[src/rtl/muldiv_ctrl.sv]
//==============================================================================
// Module      : muldiv_ctrl
// Description : Multi-cycle MULT/MULTU/DIV/DIVU sequencer for the Execute stage
//               (fixed-latency multiplier, radix-2 restoring divider).
// Revision    : 1.0 - initial release
//==============================================================================
`default_nettype none

module muldiv_ctrl #(
  parameter int MUL_CYCLES = 2
) (
  input  logic        clk,
  input  logic        rst,
  input  logic        ismult,
  input  logic        signedmult,
  input  logic        isdiv,
  input  logic        signeddiv,
  input  logic [31:0] a,
  input  logic [31:0] b,
  input  logic        flush,
  output logic        stall_o,
  output logic        valid_o,
  output logic [31:0] hi_o,
  output logic [31:0] lo_o
);

  typedef enum logic [1:0] {
    S_IDLE = 2'd0,
    S_MUL  = 2'd1,
    S_DIV  = 2'd2,
    S_DONE = 2'd3
  } state_t;

  localparam logic [5:0] c_MUL_LAST = 6'(MUL_CYCLES - 1);
  localparam logic [5:0] c_DIV_LAST = 6'd31;

  state_t      r_state, w_next;
  logic        r_signed, r_dz, r_neg_q, r_neg_r;
  logic [5:0]  r_cnt;
  logic [31:0] r_a, r_b, r_quo, r_rem;

  logic        w_start_mul, w_start_div, w_mul_end, w_div_end;
  logic [31:0] w_a_mag, w_b_mag;
  logic [63:0] w_a_ext, w_b_ext, w_prod;
  logic [32:0] w_shift, w_diff;
  logic [31:0] w_rem_nx, w_quo_nx, w_q_fin, w_r_fin;

  assign w_start_mul = (r_state == S_IDLE) & ismult & ~flush;
  assign w_start_div = (r_state == S_IDLE) & ~ismult & isdiv & ~flush;
  assign w_mul_end   = (r_state == S_MUL) && (r_cnt == c_MUL_LAST);
  assign w_div_end   = (r_state == S_DIV) && (r_dz || (r_cnt == c_DIV_LAST));

  assign w_a_mag = (signeddiv & a[31]) ? (~a + 32'd1) : a;
  assign w_b_mag = (signeddiv & b[31]) ? (~b + 32'd1) : b;

  // Sign-extending to 64 bits lets one truncated multiplier serve both forms
  assign w_a_ext = {{32{r_signed & r_a[31]}}, r_a};
  assign w_b_ext = {{32{r_signed & r_b[31]}}, r_b};
  assign w_prod  = w_a_ext * w_b_ext;

  // Bit 32 of the difference is the borrow: set when the divisor does not fit
  assign w_shift  = {r_rem, r_quo[31]};
  assign w_diff   = w_shift - {1'b0, r_b};
  assign w_rem_nx = w_diff[32] ? w_shift[31:0] : w_diff[31:0];
  assign w_quo_nx = {r_quo[30:0], ~w_diff[32]};
  assign w_q_fin  = r_neg_q ? (~w_quo_nx + 32'd1) : w_quo_nx;
  assign w_r_fin  = r_neg_r ? (~w_rem_nx + 32'd1) : w_rem_nx;

  always_ff @(posedge clk or posedge rst) begin
    if (rst) r_state <= S_IDLE;
    else     r_state <= w_next;
  end

  always_comb begin
    w_next  = r_state;
    stall_o = 1'b0;
    valid_o = 1'b0;
    case (r_state)
      S_IDLE: begin
        stall_o = w_start_mul | w_start_div;
        if (w_start_mul)      w_next = S_MUL;
        else if (w_start_div) w_next = S_DIV;
      end
      S_MUL: begin
        stall_o = 1'b1;
        if (w_mul_end) w_next = S_DONE;
      end
      S_DIV: begin
        stall_o = 1'b1;
        if (w_div_end) w_next = S_DONE;
      end
      S_DONE: begin
        valid_o = 1'b1;
        w_next  = S_IDLE;
      end
      default: w_next = S_IDLE;
    endcase
    if (flush) w_next = S_IDLE;
  end

  always_ff @(posedge clk or posedge rst) begin
    if (rst) begin
      r_signed <= 1'b0;
      r_dz     <= 1'b0;
      r_neg_q  <= 1'b0;
      r_neg_r  <= 1'b0;
      r_cnt    <= 6'd0;
      r_a      <= 32'd0;
      r_b      <= 32'd0;
      r_quo    <= 32'd0;
      r_rem    <= 32'd0;
      hi_o     <= 32'd0;
      lo_o     <= 32'd0;
    end else begin
      case (r_state)
        S_IDLE: begin
          if (w_start_mul) begin
            r_cnt    <= 6'd0;
            r_a      <= a;
            r_b      <= b;
            r_signed <= signedmult;
          end else if (w_start_div) begin
            r_cnt    <= 6'd0;
            r_a      <= a;
            r_b      <= w_b_mag;
            r_quo    <= w_a_mag;
            r_rem    <= 32'd0;
            r_dz     <= (b == 32'd0);
            r_neg_q  <= signeddiv & (a[31] ^ b[31]);
            r_neg_r  <= signeddiv & a[31];
          end
        end
        S_MUL: begin
          if (!flush) begin
            r_cnt <= r_cnt + 6'd1;
            if (w_mul_end) begin
              hi_o <= w_prod[63:32];
              lo_o <= w_prod[31:0];
            end
          end
        end
        S_DIV: begin
          if (!flush) begin
            r_cnt <= r_cnt + 6'd1;
            r_rem <= w_rem_nx;
            r_quo <= w_quo_nx;
            if (w_div_end) begin
              if (r_dz) begin
                hi_o <= r_a;
                lo_o <= 32'hFFFF_FFFF;
              end else begin
                hi_o <= w_r_fin;
                lo_o <= w_q_fin;
              end
            end
          end
        end
        default: ;
      endcase
    end
  end

endmodule

`default_nettype wire

[config.mk]
export PLATFORM = sky130hd
export DESIGN_NAME = muldiv_ctrl
export DESIGN_NICKNAME = d
export VERILOG_FILES = /design/src/rtl/muldiv_ctrl.sv
export SDC_FILE = /design/constraint.sdc
export NUM_CORES = 2
export LEC_CHECK = 0
export CORE_ASPECT_RATIO = 2
export CORE_UTILIZATION = 25
export DETAILED_ROUTE_END_ITERATION = 8
export PLACE_DENSITY = 0.36
export SLEW_MARGIN = 30
export SYNTH_ARGS = -nofsm -noshare
export SYNTH_HDL_FRONTEND = slang
export SYNTH_SLANG_ARGS = --single-unit
[constraint.sdc]
create_clock -name clk -period 16.55 [get_ports clk]
set_input_delay 3.31 -clock clk [delete_from_list [all_inputs] [get_ports clk]]
set_output_delay 3.31 -clock clk [all_outputs]
set_load 0.02 [all_outputs]
# Word level (Yosys, flattened, before mapping)
# Cells that the tools add are included.
# Widths: inputs -> output; s select.
[classes]
muxes = 41
eq_ne = 16
n_mul = 1
reduce_logical = 17
add_sub_neg = 6
n_bitwise = 20
[ops]
columns = ["operator", "count"]
rows = [
  ["$mux 32", 25],
  ["$pmux 32 s2", 4],
  ["$add 32x1->32 const B", 4],
  ["$not 32->32", 4],
  ["$mul 33x33->64", 1],
  ["$sub 33x32->33", 1],
  ["$logic_not 32->1", 1],
  ["$mux 6", 3],
  ["$ne 2x2->1 const B", 7],
  ["$pmux 6 s2", 1],
  ["$and 1x1->1", 10],
  ["$mux 2", 5],
  ["$ne 3x3->1 const B", 3],
  ["$reduce_and 3->1", 3],
  ["$pmux 2 s4", 1],
  ["$reduce_bool 2->1", 4],
  ["$add 6x1->6 const B", 1],
  ["$eq 6x1->1 const B", 1],
  ["$eq 6x5->1 const B", 1],
  ["$reduce_and 5->1", 1],
  ["$eq 2x2->1 const B", 2],
  ["$ne 4x4->1 const B", 1],
  ["$not 1->1", 4],
  ["$reduce_and 2->1", 2],
  ["other kinds (10)", 11],
]
[totals]
elab_cells = 113
out_inout_bits = 66
regBits = 204

# Logic depth before layout (Yosys ltp)
[depth]
depth_word = 9
depth_mapped = 32
mapped_depth_nobuf = 30

# Worst setup path after synthesis
# OpenSTA, ideal clock, no wires.
[synth_path]
path_kind = "register to register"
start = "register r_b[0]"
end = "register hi_o[30]"
arrival_time_ps = 8088
stages_incl_launch_ff = 29
slack_ps = 8336
synth_period_minus_slack_ps = 8214
n_path_buf = 2
t_required_ps = 16424
cell_sequence = "dfrtp_1 -> clkbuf_1 -> nand2_1 -> inv_1 -> fa_1 -> fa_1 -> fa_1 -> inv_1 -> fa_1 -> inv_1 -> fa_1 -> fa_1 -> fa_1 -> inv_1 -> fa_1 -> inv_1 -> ha_1 -> clkbuf_1 -> and4_1 -> and3_1 -> a41o_1 -> a21oi_1 -> o311ai_1 -> o31ai_1 -> o21ai_1 -> o41ai_1 -> o21bai_1 -> mux2i_1 -> a221o_1"
[synth_between]
elab_chain_len = 9
[synth_rtl]
columns = ["element", "line_no", "source"]
rows = [
  ["start, declared", "40", "logic [31:0] r_a, r_b, r_quo, r_rem;"],
  ["start signal, assigned", "125", "r_b <= w_b_mag;"],
  ["$sub 33x32->33", "63", "assign w_diff = w_shift - {1'b0, r_b};"],
  ["$mux 32", "64", "assign w_rem_nx = w_diff[32] ? w_shift[31:0] : w_diff[31:0];"],
  ["$not 32->32", "67", "assign w_r_fin = r_neg_r ? (~w_rem_nx + 32'd1) : w_rem_nx;"],
  ["$add 32x1->32", "67", ""],
  ["$mux 32", "67", ""],
  ["$mux 32", "148", "if (r_dz) begin"],
  ["$mux 32", "147", "if (w_div_end) begin"],
  ["$mux 32", "143", "if (!flush) begin"],
  ["$pmux 32 s2 *", "115", "case (r_state)"],
  ["end signal, assigned", "137", "hi_o <= w_prod[63:32];"],
  ["end signal, assigned", "149", "hi_o <= r_a;"],
  ["end signal, assigned", "152", "hi_o <= w_r_fin;"],
  ["end, declared", "23", "output logic [31:0] hi_o,"],
]
# Mark *: on every way between the ends. The rest lies on a longest branch, timed or not. The select of a mux whose other input is x is not followed.
# A chain may end at the register's enable or synchronous reset.

# Final worst setup path
[layout_path]
start = "register r_signed"
end = "register hi_o[30]"
[layout_between]
elab_chain_len = 5
[layout_rtl]
columns = ["element", "line_no", "source"]
rows = [
  ["start, declared", "38", "logic r_signed, r_dz, r_neg_q, r_neg_r;"],
  ["start signal, assigned", "121", "r_signed <= signedmult;"],
  ["$and 1x1->1 (on tied branches)", "57, 58", ""],
  ["$mul 33x33->64 *", "59", "assign w_prod = w_a_ext * w_b_ext;"],
  ["$mux 32 *", "136", "if (w_mul_end) begin"],
  ["$mux 32 *", "134", "if (!flush) begin"],
  ["$pmux 32 s2 *", "115", ""],
]
# Marked as above.

==> results.yml <==
run_status:
  outcome: "finished clean"
setup_path:
  crit_slowest_cell: "dfrtp_1"
  rr_startpoint: "r_signed"
  critPathKind: "reg -> reg"
  cp.arrival_ns: 10.69
  cpPeakStageDelay_ns: 0.98
  start_kind: "flop"
  crit_path_frequent_cell: "fa_1"
  r2r_setup_slack_ns: 6.32
  critPathCaptureType: "flop"
  rr_worst_depth: 28
  required_ns: 17.01
  r2r_end: "hi_o[30]"
  worstPathMaxFanout: 23
floorplanning:
  die_h_um: 646
  boundaryPins: 137
  rows: 236
  design.die.area_sq_um: 209000
  start_util_pct: 25.1
  die_x_um: 324
  coreArea_sq_um: 206000
sta:
  rsz0062_at_grt: "no"
  fin_crit_ns: 10.23
  fin_setup_tns_ns: 0
  fin_skew_ns: 0.0353
  finalSetupViolCount: 0
  hold_violations: 0
  worst_pin_slew_ns: 1.04
  fmax_mhz: 97.8
  fin_hold_ws_ns: 0.479
  relSlewSlack_pct: 29.4
  slew_violations: 0
  fin_crit_sh_pct: 61.8
logic_synthesis:
  ys_ff_latch: 204
  async_flop_share_pct: 100
  syn_inst: 5907
  synth_fp_nets: 7359
  synth_simple_gate_area_share_pct: 16.1
  synth_top_area_share_pct: 43.5
  synth_top_family_by_area: "adder cells"
  synth_area_sq_um: 51800
  ys.warnings.count: 0
  yosys.area.top_type: "fa_1"
  yosysSeqAreaShare_pct: 9.85
  synthMuxAreaShare_pct: 0.599
  synth-xor-area-share_pct: 3.65
  synthTopCellsByArea: "fa_1 44%, dfrtp_1 9.9%, inv_1 8.4%"
  synth_compound_area_share_pct: 9.14
  synth-edff-count: 0
  synthAdderAreaFrac_pct: 49.7
  synth_ff_type: "dfrtp_1"
  syn_area_per_cell_sq_um: 8.77
  synth_cell_types: 90
placement:
  placed_area_sq_um: 56100
  dpl.hpwl_um: 171000
  gp_congestion: 0.872
  portBuffers: 136
  dp_cells: 8528
worst_hold_path:
  min_path_cells: 2
  min_to: "r_a[21]"
  worstHoldStart: "r_a[21]"
  holdCritPathClass: "reg -> reg"
cts:
  clk_pin_slew_worst_paths_ns: 0.09
  cts.repair.resized: 0
  holdBufCountCts: 0
  cts_root_buf: "clkbuf_16"
  cts_tree: "done"
  cts_buffer_depth: 3
  htreeDepth: 1
  numCtsBuffers: 22
  post_cts.repair.setup_buffers: 0
  cts_num_sinks: 204
  clock_latency_ns: 0.57
drt:
  drtPass1Iterations: 5
  vias_per_cell: 4.70
  vias: 40268
  post-route-drc-count: 0
  ant_nets: 0
  wl_per_cell_um: 24.7
  drt_iter0_drc: 2073
  wl_um: 212000
grt:
  grt_pass1_vias: 45675
  grt_use_met1_pct: 21.5
  track_usage_pct: 20.7
  use_met3_pct: 0.652
  overflow: 0
  grt_max_degree: 102
  busiest_layer: "met2"
  antenna_found_initial: 11
  grtUsageMet2_pct: 42.4
  grt_pass1_wl_um: 313000
finish:
  final_layout_size_suffix_gt1_share_pct: 3.43
  nNetsFinal: 7267
  syn_to_final_growth_pct: 9.93
  final_area_sq_um: 57000
  final_common_cell: "inv_1"
  instances_no_fill: 8572
  final_cell_mix: "1163 x inv_1, 1125 x fa_1, 1037 x nand2_1"
run:
  maxCapViolations: 0
worst max-delay path by stage:
stage / from / to / slack (ns)
finish: r_signed / hi_o[30] / 6.32
floorplan: rst / hi_o[0] / 7.67
global route: r_signed / hi_o[24] / 5.83
detailed placement: r_signed / hi_o[30] / 6.20
global placement: r_signed / hi_o[30] / 6.32
CTS: r_signed / hi_o[30] / 6.19
per-stage QoR:
step / setup slack, ns / utilization (%)
2_1_floorplan: 7.67 / -
3_3_place_gp: 6.32 / 27.2
3_5_place_dp: 6.20 / 27.2
4_1_cts: 6.19 / 27.6
5_1_grt: 5.83 / 27.6
6_report: 6.32 / 27.6
per-layer routing:
layer	share of wire (%)	up-vias	wire length [um]
li1	-	17716	-
met1	35	21470	73500
met2	59	813	124000
met3	2.2	269	4620
met4	4.6	0	9700
met5	0	-	0
kinds of logic after synthesis:
group,count (synthesis)
xor+xnor,216
buf+inv,1519
simple gates,1823
compound gates,734
flops,204
fa+ha+maj,1381
mux,30
flip-flops by register name, indices dropped and copies added, names as in the netlist:
| name | flops |
|---|---|
| hi_o | 32 |
| lo_o | 32 |
| r_a | 32 |
| r_b | 32 |
| r_cnt | 6 |
| r_dz | 1 |
| r_neg_q | 1 |
| r_neg_r | 1 |
| r_quo | 32 |
| r_rem | 32 |
| r_signed | 1 |
| r_state | 2 |
synthesized netlist by cell type, types with 6 or more instances:
| cell type | count |
|---|---|
| a211oi_1 | 12 |
| a21o_1 | 47 |
| a21oi_1 | 166 |
| a221o_1 | 7 |
| a221oi_1 | 7 |
| a22oi_1 | 9 |
| a31oi_1 | 24 |
| a41oi_1 | 6 |
| and2_1 | 344 |
| and3_1 | 32 |
| and4_1 | 6 |
| buf_1 | 10 |
| buf_2 | 13 |
| clkbuf_1 | 329 |
| dfrtp_1 | 204 |
| fa_1 | 1126 |
| ha_1 | 255 |
| inv_1 | 1164 |
| mux2i_1 | 26 |
| nand2_1 | 1037 |
| nand2b_1 | 26 |
| nand3_1 | 31 |
| nand4_1 | 18 |
| nor2_1 | 195 |
| nor2b_1 | 16 |
| nor3_1 | 36 |
| nor4_1 | 16 |
| o211ai_1 | 23 |
| o21a_1 | 22 |
| o21ai_0 | 208 |
| o21ai_1 | 33 |
| o21bai_1 | 11 |
| o221ai_1 | 6 |
| o22ai_1 | 30 |
| o31ai_1 | 25 |
| o41ai_1 | 14 |
| or2_2 | 12 |
| or3_1 | 20 |
| or4_1 | 13 |
| xnor2_1 | 136 |
| xor2_1 | 80 |
critical path: cells and delay by family, from the launching register on:
kind	cells	cell delay [ns]
DFF	1	0.98
buffers and inverters	6	0.99
AOI/OAI and AO/OA	6	1.66
and+or+nand+nor	6	1.88
adders and majority gates	9	4.51
muxes	1	0.09
cell type report:
type	instances	area, sq um
fill	22619	149000
multi-input combinational	4184	41100
sequential	204	5110
inverter	1167	4390
tap	2737	3420
timing repair buffer	236	2130
clock buffer	30	652
clock inverter	10	181
antenna	4	10.0
Power is not shown: default switching activity piles up to over one toggle a cycle in this logic, so the estimate is an artifact.
